===== config.mk =====
export PLATFORM = sky130hd
export DESIGN_NAME = spi_lcd_streamer_flat
export DESIGN_NICKNAME = d
export VERILOG_FILES = /design/src/rtl/spi_lcd_streamer_if.sv /design/src/rtl/spi_lcd_streamer.sv /design/src/flat_wrapper.sv
export SDC_FILE = /design/constraint.sdc
export NUM_CORES = 1
export LEC_CHECK = 0
export BUFFER_PORTS_ARGS = -buffer_cell sky130_fd_sc_hd__clkbuf_2
export CORE_ASPECT_RATIO = 0.9
export CORE_MARGIN = 3
export CORE_UTILIZATION = 50
export DETAILED_ROUTE_END_ITERATION = 8
export MAX_ROUTING_LAYER = met4
export PLACE_DENSITY = 0.77
export REMOVE_ABC_BUFFERS = 1
export SYNTH_ARGS = -nofsm -noshare
export SYNTH_HDL_FRONTEND = slang
export SYNTH_SLANG_ARGS = --single-unit

===== constraint.sdc =====
create_clock -name SYSTEM_CLK -period 2.9 [get_ports SYSTEM_CLK]
set_clock_uncertainty 0.15 [all_clocks]
set_input_delay 0.145 -clock SYSTEM_CLK [delete_from_list [all_inputs] [get_ports SYSTEM_CLK]]
set_output_delay 0.145 -clock SYSTEM_CLK [all_outputs]
set_load 0.02 [all_outputs]

===== src/rtl/spi_lcd_streamer_if.sv =====
`default_nettype none
// =============================================================================
// spi_lcd_streamer_if : valid/ready word stream into the SPI LCD streamer
// Revision: 1.0
// =============================================================================
interface spi_lcd_streamer_if #(
   parameter int DATA_WIDTH = 8
);
   logic                  IN_VALID;
   logic                  IN_READY;
   logic [DATA_WIDTH-1:0] IN_DATA;
   logic                  IN_DC;
   logic                  IN_DELAY;
   logic                  IN_LAST;

   modport master (
      output IN_VALID, IN_DATA, IN_DC, IN_DELAY, IN_LAST,
      input  IN_READY
   );

   modport slave (
      input  IN_VALID, IN_DATA, IN_DC, IN_DELAY, IN_LAST,
      output IN_READY
   );
endinterface
`default_nettype wire


===== src/rtl/spi_lcd_streamer.sv =====
`default_nettype none
// =============================================================================
// spi_lcd_streamer : panel reset/power-up sequencer plus SPI mode-0 word streamer
// Revision: 1.0
// =============================================================================
module spi_lcd_streamer #(
   parameter int CLOCK_SPEED_MHZ = 12,
   parameter int SPI_DIV         = 2,
   parameter int DATA_WIDTH      = 8,
   parameter int RESET_LOW_US    = 10,
   parameter int RESET_WAIT_MS   = 120
) (
   input  logic                SYSTEM_CLK,
   input  logic                SYSTEM_RST,
   spi_lcd_streamer_if.slave   s_in,
   input  logic                HW_RESET_REQ,
   output logic                INIT_DONE,
   output logic                BUSY,
   output logic                CS,
   output logic                MOSI,
   output logic                DC,
   output logic                LCD_CLK,
   output logic                LCD_RESET
);
   localparam int          c_BIT_W       = $clog2(DATA_WIDTH);
   localparam logic [31:0] c_RST_LOW_CYC = 32'(RESET_LOW_US * CLOCK_SPEED_MHZ);
   localparam logic [31:0] c_RST_WAIT_CYC = 32'(RESET_WAIT_MS * 1000 * CLOCK_SPEED_MHZ);
   localparam logic [31:0] c_RST_LOW_M1  = (c_RST_LOW_CYC == 32'd0) ? 32'd0 : c_RST_LOW_CYC - 32'd1;
   localparam logic [31:0] c_RST_WAIT_M1 = (c_RST_WAIT_CYC == 32'd0) ? 32'd0 : c_RST_WAIT_CYC - 32'd1;
   localparam logic [31:0] c_DIV_M1      = 32'(SPI_DIV - 1);
   localparam logic [31:0] c_MS_CYC      = 32'(CLOCK_SPEED_MHZ * 1000);
   localparam logic [c_BIT_W-1:0] c_LAST_BIT = c_BIT_W'(DATA_WIDTH - 1);

   typedef enum logic [2:0] {
      RST_LOW  = 3'd0,
      RST_WAIT = 3'd1,
      IDLE     = 3'd2,
      SHIFT    = 3'd3,
      CS_HOLD  = 3'd4,
      DELAY    = 3'd5
   } state_t;

   state_t                r_state;
   logic [31:0]           r_cnt;
   logic [31:0]           r_dly_end;
   logic [c_BIT_W-1:0]    r_bit;
   logic                  r_phase;
   logic [DATA_WIDTH-2:0] r_shreg;
   logic                  r_last;

   logic [15:0]           w_ms;
   logic [31:0]           w_dly_cyc;

   // Delay tokens carry the ms count in the low 16 bits; narrow words zero-extend.
   generate
      if (DATA_WIDTH >= 16) begin : g_ms_wide
         assign w_ms = s_in.IN_DATA[15:0];
      end else begin : g_ms_narrow
         assign w_ms = {{(16-DATA_WIDTH){1'b0}}, s_in.IN_DATA};
      end
   endgenerate

   assign w_dly_cyc      = 32'(w_ms) * c_MS_CYC;
   assign s_in.IN_READY  = (r_state == IDLE) && !HW_RESET_REQ;
   assign BUSY           = (r_state != IDLE);

   always_ff @(posedge SYSTEM_CLK or posedge SYSTEM_RST) begin
      if (SYSTEM_RST) begin
         r_state   <= RST_LOW;
         r_cnt     <= 32'd0;
         r_dly_end <= 32'd0;
         r_bit     <= '0;
         r_phase   <= 1'b0;
         r_shreg   <= '0;
         r_last    <= 1'b0;
         INIT_DONE <= 1'b0;
         CS        <= 1'b1;
         MOSI      <= 1'b0;
         DC        <= 1'b0;
         LCD_CLK   <= 1'b0;
         LCD_RESET <= 1'b0;
      end else begin
         case (r_state)
            RST_LOW: begin
               if (r_cnt >= c_RST_LOW_M1) begin
                  LCD_RESET <= 1'b1;
                  r_cnt     <= 32'd0;
                  r_state   <= RST_WAIT;
               end else begin
                  r_cnt <= r_cnt + 32'd1;
               end
            end
            RST_WAIT: begin
               if (r_cnt >= c_RST_WAIT_M1) begin
                  INIT_DONE <= 1'b1;
                  r_cnt     <= 32'd0;
                  r_state   <= IDLE;
               end else begin
                  r_cnt <= r_cnt + 32'd1;
               end
            end
            IDLE: begin
               if (HW_RESET_REQ) begin
                  CS        <= 1'b1;
                  INIT_DONE <= 1'b0;
                  LCD_RESET <= 1'b0;
                  r_cnt     <= 32'd0;
                  r_state   <= RST_LOW;
               end else if (s_in.IN_VALID && s_in.IN_DELAY) begin
                  CS        <= 1'b1;
                  r_cnt     <= 32'd0;
                  r_dly_end <= (w_dly_cyc == 32'd0) ? 32'd0 : w_dly_cyc - 32'd1;
                  r_state   <= DELAY;
               end else if (s_in.IN_VALID) begin
                  CS      <= 1'b0;
                  DC      <= s_in.IN_DC;
                  MOSI    <= s_in.IN_DATA[DATA_WIDTH-1];
                  LCD_CLK <= 1'b0;
                  r_shreg <= s_in.IN_DATA[DATA_WIDTH-2:0];
                  r_last  <= s_in.IN_LAST;
                  r_cnt   <= 32'd0;
                  r_bit   <= '0;
                  r_phase <= 1'b0;
                  r_state <= SHIFT;
               end
            end
            SHIFT: begin
               if (r_cnt != c_DIV_M1) begin
                  r_cnt <= r_cnt + 32'd1;
               end else begin
                  r_cnt <= 32'd0;
                  if (!r_phase) begin
                     LCD_CLK <= 1'b1;
                     r_phase <= 1'b1;
                  end else begin
                     LCD_CLK <= 1'b0;
                     r_phase <= 1'b0;
                     if (r_bit == c_LAST_BIT) begin
                        r_state <= r_last ? CS_HOLD : IDLE;
                     end else begin
                        // Next bit launches at the start of its low phase.
                        r_bit   <= r_bit + 1'b1;
                        MOSI    <= r_shreg[DATA_WIDTH-2];
                        r_shreg <= {r_shreg[DATA_WIDTH-3:0], 1'b0};
                     end
                  end
               end
            end
            CS_HOLD: begin
               if (r_cnt >= c_DIV_M1) begin
                  CS      <= 1'b1;
                  r_cnt   <= 32'd0;
                  r_state <= IDLE;
               end else begin
                  r_cnt <= r_cnt + 32'd1;
               end
            end
            DELAY: begin
               if (r_cnt >= r_dly_end) begin
                  r_cnt   <= 32'd0;
                  r_state <= IDLE;
               end else begin
                  r_cnt <= r_cnt + 32'd1;
               end
            end
            default: begin
               r_state <= RST_LOW;
            end
         endcase
      end
   end
endmodule
`default_nettype wire


===== src/flat_wrapper.sv =====
// flat-port wrapper written by rule: the top's interface ports become plain ports
module spi_lcd_streamer_flat 
#(
   parameter int CLOCK_SPEED_MHZ = 12,
   parameter int SPI_DIV         = 2,
   parameter int DATA_WIDTH      = 8,
   parameter int RESET_LOW_US    = 10,
   parameter int RESET_WAIT_MS   = 120
)
  (SYSTEM_CLK, SYSTEM_RST, HW_RESET_REQ, INIT_DONE, BUSY, CS, MOSI, DC, LCD_CLK, LCD_RESET, s_in_IN_VALID, s_in_IN_DATA, s_in_IN_DC, s_in_IN_DELAY, s_in_IN_LAST, s_in_IN_READY);
  spi_lcd_streamer_if #(.DATA_WIDTH(DATA_WIDTH)) s_in_i ();
  input  logic SYSTEM_CLK;
  input  logic SYSTEM_RST;
  input  logic HW_RESET_REQ;
  output logic INIT_DONE;
  output logic BUSY;
  output logic CS;
  output logic MOSI;
  output logic DC;
  output logic LCD_CLK;
  output logic LCD_RESET;
  input wire logic [$bits(s_in_i.IN_VALID)-1:0] s_in_IN_VALID;
  input wire logic [$bits(s_in_i.IN_DATA)-1:0] s_in_IN_DATA;
  input wire logic [$bits(s_in_i.IN_DC)-1:0] s_in_IN_DC;
  input wire logic [$bits(s_in_i.IN_DELAY)-1:0] s_in_IN_DELAY;
  input wire logic [$bits(s_in_i.IN_LAST)-1:0] s_in_IN_LAST;
  output wire logic [$bits(s_in_i.IN_READY)-1:0] s_in_IN_READY;
  assign s_in_i.IN_VALID = s_in_IN_VALID;
  assign s_in_i.IN_DATA = s_in_IN_DATA;
  assign s_in_i.IN_DC = s_in_IN_DC;
  assign s_in_i.IN_DELAY = s_in_IN_DELAY;
  assign s_in_i.IN_LAST = s_in_IN_LAST;
  assign s_in_IN_READY = s_in_i.IN_READY;
  spi_lcd_streamer #(.CLOCK_SPEED_MHZ(CLOCK_SPEED_MHZ), .SPI_DIV(SPI_DIV), .DATA_WIDTH(DATA_WIDTH), .RESET_LOW_US(RESET_LOW_US), .RESET_WAIT_MS(RESET_WAIT_MS)) u_core (.SYSTEM_CLK(SYSTEM_CLK), .SYSTEM_RST(SYSTEM_RST), .s_in(s_in_i), .HW_RESET_REQ(HW_RESET_REQ), .INIT_DONE(INIT_DONE), .BUSY(BUSY), .CS(CS), .MOSI(MOSI), .DC(DC), .LCD_CLK(LCD_CLK), .LCD_RESET(LCD_RESET));
endmodule

# Word level (Yosys, flattened, before mapping)
# Cells that the tools add are included.
# classes
add_sub_neg	3
mul	1
order_cmp	4
eq_ne	21
n_mux	58
n_bitwise	2
reduce_logical	19
# op_table
cell	count
2-to-1 mux 32 bit	9
case mux 32 bit (6 select lines)	1
2-to-1 mux 3 bit	17
2-to-1 mux 7 bit	6
adder 32 x 1 -> 32 bit, second input constant	1
>= comparator 32 x 1 -> 1 bit, second input constant	1
>= comparator 32 x 21 -> 1 bit, second input constant	1
>= comparator 32 bit	1
>= comparator 32 x 7 -> 1 bit, second input constant	1
zero test 32 bit	1
!= test 32 x 1 -> 1 bit, second input constant	1
subtractor 30 x 1 -> 31 bit, second input constant	1
case mux 3 bit (6 select lines)	1
multiplier 8 x 9 -> 17 bit, second input constant	1
2-to-1 mux 1 bit	17
case mux 7 bit (2 select lines)	1
!= test 2 x 1 -> 1 bit, second input constant	6
!= test 2 bit, second input constant	6
AND reduction 3 bit	4
case mux 1 bit (2 select lines)	5
equality test 3 bit, second input constant	3
AND reduction 8 bit	1
nonzero test 2 bit	4
AND reduction 7 bit	1
other kinds (14)	17
# totals
ff_bits	84
in_bits	15
word_cells	120

# Longest topological paths before layout
# depth
depth_word	5
ltp_mapped	18

# Worst setup path before layout
# OpenSTA, ideal clock, no wires.
# synth_path
path_type	input to register
startpoint	input s_in_IN_DATA[5]
endpoint	register u_core.r_dly_end[19]
arrival_time_ns	4.624
t_required_ns	2.662
setup_slack_ns	-1.962
cell_stages	15
path_cell_list	fa_1 -> fa_1 -> fa_1 -> inv_1 -> fa_1 -> inv_1 -> ha_1 -> a21o_1 -> a31o_1 -> o2111ai_1 -> o311ai_2 -> nor4_4 -> nand2_2 -> or4b_1 -> a22oi_1
# synth_between
elab_chain_len	3
elab_cells_between_ends	4
classes_between	add/sub: 1; mul: 1; mux: 1; reduce/logical: 1
# synth_rtl
item	line	source
start: declaration	flat_wrapper.sv:23	input wire logic [$bits(s_in_i.IN_DATA)-1:0] s_in_IN_DATA;
multiplier 8 x 9 -> 17 bit (*)	spi_lcd_streamer.sv:63	assign w_dly_cyc = 32'(w_ms) * c_MS_CYC;
subtractor 30 x 1 -> 31 bit / zero test 32 bit (equally long branches)	spi_lcd_streamer.sv:112	r_dly_end <= (w_dly_cyc == 32'd0) ? 32'd0 : w_dly_cyc - 32'd1;
2-to-1 mux 32 bit (*)	spi_lcd_streamer.sv:112	
end signal: assignment	spi_lcd_streamer.sv:112	
end: declaration	spi_lcd_streamer.sv:45	logic [31:0] r_dly_end;
# Mark *: on every way between the ends. The rest lies on a longest branch, timed or not.
# A chain may end at the register's enable or synchronous reset.

# Worst setup path after layout
# layout_path
startpoint	input s_in_IN_DATA[3]
endpoint	register u_core.r_dly_end[19]
# The elaborated chain is that of the path after synthesis.

==> flow_summary.ini <==
[synth]
synthTopCellsByCount = 78 x dfrtp_1, 78 x ha_1, 72 x inv_1
synth_top_area_share_pct = 28.8
synth-main-ff-cell = dfrtp_1
ys_types = 78
ys_seq_area_share_pct = 29.2
yosysWarnings = 0
synth_top_area_cell = dfrtp_1
synth-edff-count = 0
syn_area_per_cell_um2 = 9.09
syn-instance-count = 745
ys_seq_elements = 79
synthesis.area_mm2 = 0.00677
postSynth.asyncResetShare_pct = 100
synthTopCellsByArea = dfrtp_1 29%, ha_1 14%, fa_1 7.4%, a21oi_1 4.3%, inv_1 4.0%

[timing]
rsz0062_at_grt = yes
period_minus_slack_ns = 4.43
hold_violations = 0
drv_slew = 0
setup_viol = 68
whs_ns = 0.0757
worst_pin_slew_ns = 0.763
slew_headroom_pct = 48.7
clock.fmax_mhz = 226
finalWorstSetupSlack_ns = -1.53
period_share_pct = 153

[pwr]
p_leak_nw = 4.45
vdd.ir_drop.worst_mv = 1.25
power_density_mw_per_mm2 = 1040

[clock_tree]
clock_latency_ns = 0.35
root_buffer = clkbuf_16
cts_tree = done
clk_pin_slew_ns = 0.06
cts_made_buffers = 9
clockBufferDepth = 2
clkSinkCount = 79
cts_max_level = 3

[critical_path]
path_max_fanout = 4
crit_start = s_in_IN_DATA[3]
cp-end-kind = register
r2r_start = u_core.r_cnt[20]$_DFFE_PP0P_
critPathArrivalTime_ns = 4.54
worstPathRequired_ns = 3.01
cp-start-kind = primary input
crit_type = in2reg

[run_status]
outcome = finished with violations
violations = negative setup slack

[detailed_routing]
post-route-drc-count = 0
initialDrtViolationCount = 730
drtAntennaViolNets = 0
viasPerCell = 6.19
dr.pass1.iters = 7
vias = 6841
wire_per_inst_um = 19.3
drt-total-wl_um = 21300

[hold_path]
hold_path.class = in2reg
hold_start = s_in_IN_VALID

[global_route]
grt_pass1_vias = 6622
grt_max_degree = 68
grt_remaining_overflow = 0
grt_usage_pct = 26.8
grt_pass1_wl_um = 31300
grt_antenna_before_repair = 0

[die]
dieArea_mm2 = 0.0150
dieWidth_um = 129
placementRows = 39
dieHeight_um = 116
core_area_mm2 = 0.0130
start_util_pct = 52.2
io_pins = 23

[layout]
diodes = 0
nets = 1055
post-route-util_pct = 73.0
area_growth_syn_to_layout_pct = 40.0
drive_gt1_share_pct = 37.2
fillers = 828

[placement]
hpwlAfterDp_um = 13400
gp_congestion = 0.880
io_buffer_count = 22

[run]
cap_violations = 0
## repair_timing
item | CTS | global route
buffers inserted | 10 | 9
pin swaps | 75 | 29
gates resized for setup | 90 | 57
hold buffers | 4 | 0
cloned | 4 | 2
endpoints found under the setup margin | 59 | 69
endpoints found under the hold margin | 35 | 0
## metal layers
| metal | part of all wire, % | vias up | GRT usage, % |
|---|---|---|---|
| met5 | 0 | - | - |
| met1 | 40 | 3304 | 33.4 |
| met3 | 6.0 | 96 | 5.03 |
| li1 | - | 3095 | - |
| met2 | 50 | 346 | 44.7 |
| met4 | 3.4 | 0 | 7.91 |
## cell usage in the layout, fill, tap and decap left out, types with 4 or more instances in the layout
cell           count
buf_4            159
dfrtp_1           78
ha_1              72
inv_1             68
nand2_1           51
nor2_1            44
a21oi_1           40
o21ai_0           32
nand3_1           29
fa_1              23
a21oi_2           21
clkbuf_2          20
nand4_1           18
nor3_1            17
buf_6             13
o21ai_2           11
o22ai_2           10
and3_1             9
xnor2_1            9
a211oi_2           9
o211ai_1           9
clkbuf_16          9
and2_1             8
nor4_1             8
a21o_1             7
xor2_1             7
nand2b_1           6
mux2i_1            6
mux2_2             6
ha_4               6
and4_1             5
o21ai_1            5
o21a_1             5
nor4_4             4
dlygate4sd3_1      4
buf_12             4
## path summary, 6_finish.rpt
path	endpoint	slack, ns	cells past startpoint
setup / recovery	u_core.r_dly_end[19]$_DFFE_PP0P_	-1.53	16
hold / removal	u_core.CS$_DFFE_PP1P_	0.08	3
setup reg to reg	u_core.r_cnt[2]$_DFFE_PP0P_	-0.31	13
hold reg to reg	u_core.r_bit[1]$_DFFE_PP0P_	0.35	2
max in group asynchronous	u_core.r_dly_end[27]$_DFFE_PP0P_	1.70	4
min in group asynchronous	u_core.r_bit[0]$_DFFE_PP0P_	0.25	3
## critical path: stages
cell and delay (ns):
clkbuf_2 0.13, inv_2 0.06, fa_1 0.50, inv_1 0.07, fa_2 0.53, fa_1 0.43
fa_1 0.49, ha_4 0.30, and3_4 0.18, a221oi_4 0.08, buf_6 0.14, or3_1 0.38
a211oi_2 0.26, o21bai_4 0.19, or4b_4 0.48, a22oi_2 0.14
## logic make-up (layout without fill, tap and decap cells)
| kind of cell | after synthesis | count (layout) | share of synthesized area (%) |
|---|---|---|---|
| adders and majority gates | 103 | 103 | 21.8 |
| and+or+nand+nor | 238 | 238 | 19.0 |
| xor gates and xnor gates | 19 | 19 | 2.68 |
| buffers and inverters | 96 | 292 | 5.73 |
| AOI/OAI and AO/OA | 197 | 198 | 19.5 |
| muxes | 13 | 13 | 2.05 |
| DFF | 79 | 79 | 29.2 |
## per-stage QoR
stage	setup TNS (ns)	instances	instance area, um2	power [mW]	setup WS [ns]
6_report	-43.40	1106	9480	9.89	-1.53
5_1_grt	-52.41	1106	9480	10.4	-1.72
4_1_cts	-33.90	1097	9150	9.33	-1.46
3_5_place_dp	-56.56	1064	8200	6.93	-2.18
3_3_place_gp	-51.92	1064	8200	6.70	-1.98
2_1_floorplan	-82.52	721	6650	4.73	-1.96
## flip-flops by register name, summed over array words and instances (netlist names)
register,count
u_core.r_cnt,32
u_core.r_dly_end,27
u_core.r_shreg,7
u_core.r_bit,3
u_core.r_state,3
u_core.CS,1
u_core.DC,1
u_core.INIT_DONE,1
u_core.LCD_RESET,1
u_core.MOSI,1
u_core.r_last,1
u_core.r_phase,1
## area by class of cell
type | instances | area [um2] | share of cell area, %
multi-input combinational | 571 | 5050 | 53.3
sequential | 79 | 1980 | 20.9
timing repair buffer | 204 | 1640 | 17.3
inverter | 72 | 272 | 2.86
clock buffer | 11 | 243 | 2.56
tap | 164 | 205 | 2.17
clock inverter | 5 | 81.3 | 0.858
## power breakdown
part           leakage (nW)  switching, mW  internal, mW
combinational          3.28           3.71          3.30
sequential             1.02          0.201          1.41
clock                 0.156          0.479         0.778
Power figures use the tool's default switching activity.
